--- src/rtl/instruction_fetch_unit.sv ---
// Instruction fetch stage: reads one word per PC change over a req/ready memory port and
// holds it for the decoder. Optional watchdog retry is enabled with `define IF_TIMEOUT_EN.
module instruction_fetch_unit #(
    parameter int ADDR_WIDTH = 20,
    parameter int DATA_WIDTH = 32,
    parameter int TIMEOUT    = 255
) (
    input  logic                  clock,
    input  logic                  reset,
    input  logic [ADDR_WIDTH-1:0] pc_address,
    input  logic                  flush,
    output logic                  mem_rd,
    output logic [ADDR_WIDTH-1:0] mem_addr,
    input  logic                  mem_ready,
    input  logic [DATA_WIDTH-1:0] mem_rdata,
    output logic [DATA_WIDTH-1:0] instr,
    output logic [ADDR_WIDTH-1:0] instr_addr,
    output logic                  instr_valid,
    input  logic                  instr_ready,
    output logic                  fetch_busy,
    output logic [15:0]           fetch_count,
    output logic                  fetch_error
);

    typedef enum logic [2:0] {
        S_IDLE,
        S_REQ,
        S_WAIT,
        S_HOLD,
        S_DRAIN
    } state_t;

    state_t                r_state;
    logic [ADDR_WIDTH-1:0] r_tag;
    logic                  r_tag_valid;
    logic [ADDR_WIDTH-1:0] r_req_addr;
    logic                  r_mem_rd;
    logic [DATA_WIDTH-1:0] r_instr;
    logic [ADDR_WIDTH-1:0] r_instr_addr;
    logic                  r_instr_valid;
    logic [15:0]           r_fetch_count;
    logic                  w_need_fetch;

`ifdef IF_TIMEOUT_EN
    localparam logic [7:0] WDOG_LAST = 8'(TIMEOUT - 1);
    logic [7:0]            r_wdog;
    logic                  r_fetch_error;
`endif

    assign w_need_fetch = !r_tag_valid || (pc_address != r_tag);

    // Busy is combinational so the control unit freezes the PC in the same cycle a change is seen.
    assign fetch_busy = !reset && (((r_state == S_IDLE) && w_need_fetch) ||
                                   (r_state == S_REQ) || (r_state == S_WAIT) ||
                                   (r_state == S_DRAIN));

    assign mem_rd      = r_mem_rd;
    assign mem_addr    = r_req_addr;
    assign instr       = r_instr;
    assign instr_addr  = r_instr_addr;
    assign instr_valid = r_instr_valid;
    assign fetch_count = r_fetch_count;
`ifdef IF_TIMEOUT_EN
    assign fetch_error = r_fetch_error;
`else
    assign fetch_error = 1'b0;
`endif

    // NOTE: all state updates use <= so every branch below reads pre-edge values.
    always_ff @(posedge clock) begin
        if (reset) begin
            r_state       <= S_IDLE;
            r_tag         <= '0;
            r_tag_valid   <= 1'b0;
            r_req_addr    <= '0;
            r_mem_rd      <= 1'b0;
            r_instr       <= '0;
            r_instr_addr  <= '0;
            r_instr_valid <= 1'b0;
            r_fetch_count <= '0;
`ifdef IF_TIMEOUT_EN
            r_wdog        <= '0;
            r_fetch_error <= 1'b0;
`endif
        end else begin
            r_mem_rd <= 1'b0;
            case (r_state)
                S_IDLE: begin
                    if (flush || w_need_fetch) begin
                        r_req_addr <= pc_address;
                        r_mem_rd   <= 1'b1;
                        r_state    <= S_REQ;
                        if (flush) r_tag_valid <= 1'b0;
                    end
                end
                S_REQ: begin
                    // The request has left this cycle, so a flush here must still drain its response.
                    r_state <= flush ? S_DRAIN : S_WAIT;
`ifdef IF_TIMEOUT_EN
                    r_wdog  <= '0;
`endif
                end
                S_WAIT: begin
                    if (mem_ready) begin
                        if (flush) begin
                            r_tag_valid <= 1'b0;
                            r_state     <= S_IDLE;
                        end else begin
                            r_instr       <= mem_rdata;
                            r_instr_addr  <= r_req_addr;
                            r_tag         <= r_req_addr;
                            r_tag_valid   <= 1'b1;
                            r_instr_valid <= 1'b1;
                            r_state       <= S_HOLD;
                        end
                    end else if (flush) begin
                        r_state <= S_DRAIN;
`ifdef IF_TIMEOUT_EN
                        r_wdog  <= '0;
                    end else if (r_wdog == WDOG_LAST) begin
                        r_fetch_error <= 1'b1;
                        r_mem_rd      <= 1'b1;
                        r_state       <= S_REQ;
                    end else begin
                        r_wdog <= r_wdog + 8'd1;
`endif
                    end
                end
                S_HOLD: begin
                    if (flush) begin
                        r_tag_valid   <= 1'b0;
                        r_instr_valid <= 1'b0;
                        r_state       <= S_IDLE;
                    end else if (instr_ready) begin
                        r_fetch_count <= r_fetch_count + 16'd1;
                        r_instr_valid <= 1'b0;
                        r_state       <= S_IDLE;
                    end else if (pc_address != r_tag) begin
                        r_instr_valid <= 1'b0;
                        r_state       <= S_IDLE;
                    end
                end
                S_DRAIN: begin
                    if (mem_ready) begin
                        r_tag_valid <= 1'b0;
                        r_state     <= S_IDLE;
`ifdef IF_TIMEOUT_EN
                    end else if (r_wdog == WDOG_LAST) begin
                        r_tag_valid <= 1'b0;
                        r_state     <= S_IDLE;
                    end else begin
                        r_wdog <= r_wdog + 8'd1;
`endif
                    end
                end
                default: r_state <= S_IDLE;
            endcase
        end
    end

endmodule

--- config.mk ---
export PLATFORM = sky130hd
export DESIGN_NAME = instruction_fetch_unit
export DESIGN_NICKNAME = d
export VERILOG_FILES = /design/src/rtl/instruction_fetch_unit.sv
export SDC_FILE = /design/constraint.sdc
export NUM_CORES = 1
export LEC_CHECK = 0
export BUFFER_PORTS_ARGS = -buffer_cell sky130_fd_sc_hd__buf_4
export CORE_MARGIN = 2
export CORE_UTILIZATION = 45
export CTS_BUF_LIST = sky130_fd_sc_hd__clkbuf_4
export DETAILED_ROUTE_END_ITERATION = 10
export GPL_TIMING_DRIVEN = 1
export PLACE_DENSITY_LB_ADDON = 0.1
export SLEW_MARGIN = 10
export SYNTH_ARGS = -nofsm -noshare
export SYNTH_HDL_FRONTEND = slang
export SYNTH_SLANG_ARGS = --single-unit
--- constraint.sdc ---
create_clock -name clock -period 1.6 [get_ports clock]
set_input_delay 0.24 -clock clock [delete_from_list [all_inputs] [get_ports clock]]
set_output_delay 0.24 -clock clock [all_outputs]
set_load 0.01 [all_outputs]
# Word-level counts from Yosys, hierarchy flattened

Cells that the tools add are included.

Bits in registers: 94
Latch bits: 0
Bits in writable memories: 0
ROM bits: 0
Bits of input ports: 57
Output and inout bits: 92
Logic and storage cells: 64
Memories kept: 0

Add/subtract/negate cells: 1
Multipliers: 0
Div/mod/pow operators: 0
Magnitude comparators: 0
Eq/ne operators: 11
Shift-type cells: 0
Mux-type cells: 23
Bitwise gates (word level): 2
Reductions and logical operators: 19

Operator list:

| cell                                                             | number |
|---|---|
| 3-bit 2-to-1 mux                                                 | 8 |
| 20-bit != test                                                   | 1 |
| 16-bit by 1-bit adder with 16-bit output (second input constant) | 1 |
| 3-bit one-hot mux with 5 select lines                            | 1 |
| 4-bit AND reduction                                              | 3 |
| 1-bit 2-to-1 mux                                                 | 11 |
| 3-bit by 2-bit == test with 1-bit output (second input constant) | 2 |
| 2-bit != test (second input constant)                            | 3 |
| 3-bit AND reduction                                              | 2 |
| 1-bit logical OR                                                 | 5 |
| 4-bit != test (second input constant)                            | 1 |
| 1-bit one-hot mux with 4 select lines                            | 1 |
| 4-bit nonzero test                                               | 1 |
| 3-bit by 1-bit == test with 1-bit output (second input constant) | 1 |
| 3-bit == test (second input constant)                            | 1 |
| 3-bit logical NOT                                                | 1 |
| 3-bit != test (second input constant)                            | 1 |
| 1-bit logical AND                                                | 2 |
| 1-bit logical NOT                                                | 2 |
| 2-bit 2-to-1 mux                                                 | 1 |
| 2-bit by 1-bit != test with 1-bit output (second input constant) | 1 |
| 1-bit NOT                                                        | 2 |
| 1-bit one-hot mux with 2 select lines                            | 1 |
| 2-bit AND reduction                                              | 1 |
| other kinds (2)                                                  | 2 |

# Longest topological paths before layout

Depth in word-level cells: 7
Depth in mapped cells: 7

# Worst setup path after synthesis

Ideal clock, no wire load.

Kind: reg-to-output
Start: register, netlist name instr_addr[3]
End: output fetch_busy
Arrival time: 1.265 ns
Required time: 1.360 ns
Setup slack: 0.095 ns
Stages on the path, launching flop included: 6
Buffers on the path: 0
Cells stage by stage: dfxtp_1 -> xnor2_1 -> nand4_1 -> nor3_4 -> and2_1 -> a31oi_1

RTL lines:

| what          | RTL line | text |
|---|---|---|
| end, declared | 20       | `output logic fetch_busy,` |

==> impl_metrics.py <==
metrics = {
    "finish": {
        "final_area_um2": 6290,
        "antennaDiodeCount": 0,
        "drive_gt1_share_pct": 45.0,
        "fin_util_pct": 72.1,
        "multiInputGateArea_um2": 2340,
        "syn_to_final_growth_pct": 54.9,
        "regArea_um2": 1900,
        "most-common-layout-cells": "buf_4, nand2_1, dfxtp_1",
        "nNetsFinal": 718,
        "final_common_cell": "buf_4",
        "fillers": 685,
    },
    "critical_path": {
        "critical-path-top-delay-family": "simple AND/OR/NAND/NOR gates",
        "cp_num_buf_inv": 1,
        "critical_path_class": "reg2out",
        "critPathSlowestCell": "dfxtp_2",
        "cp-end-kind": "output pin",
        "critPathMaxStageDelay_ns": 0.36,
        "worstSetupStartpointType": "flip-flop",
        "arrival_ns": 1.82,
        "cp_cell_sequence": "xnor2_2 -> nand4_1 -> nor3_4 -> and2_4 -> a31oi_1 -> buf_4",
        "critPathRequiredTime_ns": 1.36,
        "path_max_fanout": 2,
    },
    "yosys": {
        "synth_edf_count": 0,
        "ys_async_sr_fraction_pct": 0,
        "ys.warnings.count": 0,
        "ys_types": 41,
        "syn-cell-area_um2": 4060,
        "synth_top_cell_by_area": "dfxtp_1",
        "yosys.area.top_type_share_pct": 46.4,
        "postSynthAreaPerCell_um2": 8.58,
        "yosysSeqAreaShare_pct": 46.4,
        "synth_area_leaders": "dfxtp_1, nand2_1, a21oi_1",
        "syn_nets": 531,
        "ys.flop_type": "dfxtp_1",
        "ys_seq_elements": 94,
        "synthCells": 473,
    },
    "sta": {
        "final.setup.tns_ns": -7.61,
        "worst_slack_ns": -0.461,
        "fmax_mhz": 485,
        "hold_violations": 0,
        "setup_violations": 61,
        "timing.hold.ws_ns": 0.0309,
        "fin_worst_skew_ns": 0.0153,
        "slew_violations": 0,
        "rsz0062_at_grt": "true",
        "period_needed_ns": 2.06,
        "fin_crit_sh_pct": 129,
    },
    "floorplanning": {
        "io_pins": 149,
        "start_util_pct": 46.5,
        "core_um2": 8720,
        "fp-row-count": 34,
        "die_w_um": 99.0,
        "fp.dieH_um": 99.0,
        "die-area_um2": 9790,
    },
    "clock_tree": {
        "insertion_delay_ns": 0.43,
        "h-tree-depth": 3,
        "clk_pin_slew_ns": 0.14,
        "clock-sinks": 94,
        "cts_tree": "yes",
        "cts.path.max_buffers": 2,
        "numCtsBuffers": 9,
        "cts_root_buffer": "clkbuf_4",
    },
    "place": {
        "numPortBuffers": 147,
        "gp_routability_congestion": 0.849,
        "dpl.hpwl_um": 7480,
        "dpl-instance-area_um2": 5460,
    },
    "drt": {
        "wirelength_um": 12200,
        "routedWlPerCell_um": 15.7,
        "first_pass_iters": 4,
        "drc": 0,
        "via_count": 3979,
        "ant_nets": 0,
        "vias_per_cell": 5.15,
        "drtIter0Drc": 138,
    },
    "global_routing": {
        "first_global_vias": 3578,
        "grt_max_degree": 59,
        "grt_pass1_wl_um": 17300,
        "overflow": 0,
        "track_usage_pct": 21.8,
        "antenna_found_initial": 0,
    },
    "status": {
        "status": "finished, violations left",
        "failed_checks": "setup timing",
    },
    "pwr": {
        "p_leak_nw": 2.74,
        "ir_drop_mv": 0.450,
        "p_per_area_nw_per_um2": 767,
        "p_total_mw": 4.82,
    },
    "flow_run": {
        "maxCapViolations": 0,
    },
    "hold_path": {
        "hold_path.class": "in2reg",
    },
}
worst paths after layout:
kind,from,slack (ns),cells past startpoint,endpoint
setup / recovery,instr_addr[13],-0.46,6,fetch_busy
hold reg to reg,instr[0],0.47,2,instr[0]
hold / removal,mem_rdata[27],0.03,3,instr[27]
setup reg to reg,instr_addr[13],-0.24,9,mem_rd
tightest hold or removal path, stage by stage:
cell and delay (ns):
buf_4 0.11, nand2_2 0.05, a21oi_2 0.04
sequential cells by signal, summed over array words and instances, names as in the netlist:
register and flops:
instr 32, instr_addr 20, mem_addr 20, fetch_count 16
r_state 3, instr_valid 1, mem_rd 1, r_tag_valid 1
final cells by class:
class / instances / share of cell area (%)
Timing Repair Buffer: 206 / 28.2
Tap cell: 108 / 2.15
Clock buffer: 11 / 1.31
Clock inverter: 5 / 0.796
Multi-Input combinational cell: 347 / 37.3
Sequential cell: 94 / 30.2
Inverter: 2 / 0.119
timing repair:
action / in CTS / in global routing
endpoints found under the hold margin: 0 / 0
setup buffers: 7 / 5
pin swaps: 7 / 54
resized for setup: 20 / 88
endpoints found under the setup margin: 61 / 68
hold buffers: 0 / 0
cloned: 4 / 6
metrics by stage:
step	cells	worst slack, ns
4_1_cts	763	-0.451
3_3_place_gp	736	-0.128
2_1_floorplan	473	0.0950
6_report	773	-0.461
3_5_place_dp	736	-0.111
5_1_grt	773	-0.573
synth_stat cells, types with 2 or more instances:
master / n
inv_1: 2
dfxtp_1: 94
and4_1: 2
nor2b_1: 3
and2_1: 4
mux2i_1: 21
nor3_1: 6
nand2b_1: 42
nand3_1: 5
nand4_4: 2
a31oi_1: 2
o41ai_1: 2
clkbuf_1: 19
xor2_1: 5
nor2_1: 16
or3_1: 8
buf_4: 5
o21ai_0: 8
nand2_1: 110
buf_6: 5
nand4_1: 8
xnor2_1: 24
buf_2: 2
a21oi_1: 61
power breakdown:
part	switching [mW]	leakage, nW	internal [mW]
combinational	0.454	1.90	0.573
sequential	0.0860	0.767	2.44
clock	0.767	0.0719	0.501
total	1.31	2.74	3.51
layer usage:
metal  global-route usage [%]  part of all wire (%)  vias to the layer above  wire length, um
met4                     7.59                   2.2                        0              271
met3                     5.39                   6.7                       21              814
met1                     28.7                    42                     1874             5160
met2                     34.9                    49                      123             5930
li1                         -                     -                     1961                -
met5                        0                     0                        -                0
cells by family after synthesis:
| family | share of synthesized area, % |
|---|---|
| AOI/OAI and AO/OA | 11.0 |
| xor gates and xnor gates | 6.26 |
| adders and majority gates | 0.308 |
| buffers and inverters | 4.50 |
| DFF | 46.4 |
| muxes | 5.18 |
| other | 0.0924 |
| and+or+nand+nor | 26.3 |
(Power assumes the default switching activity.)
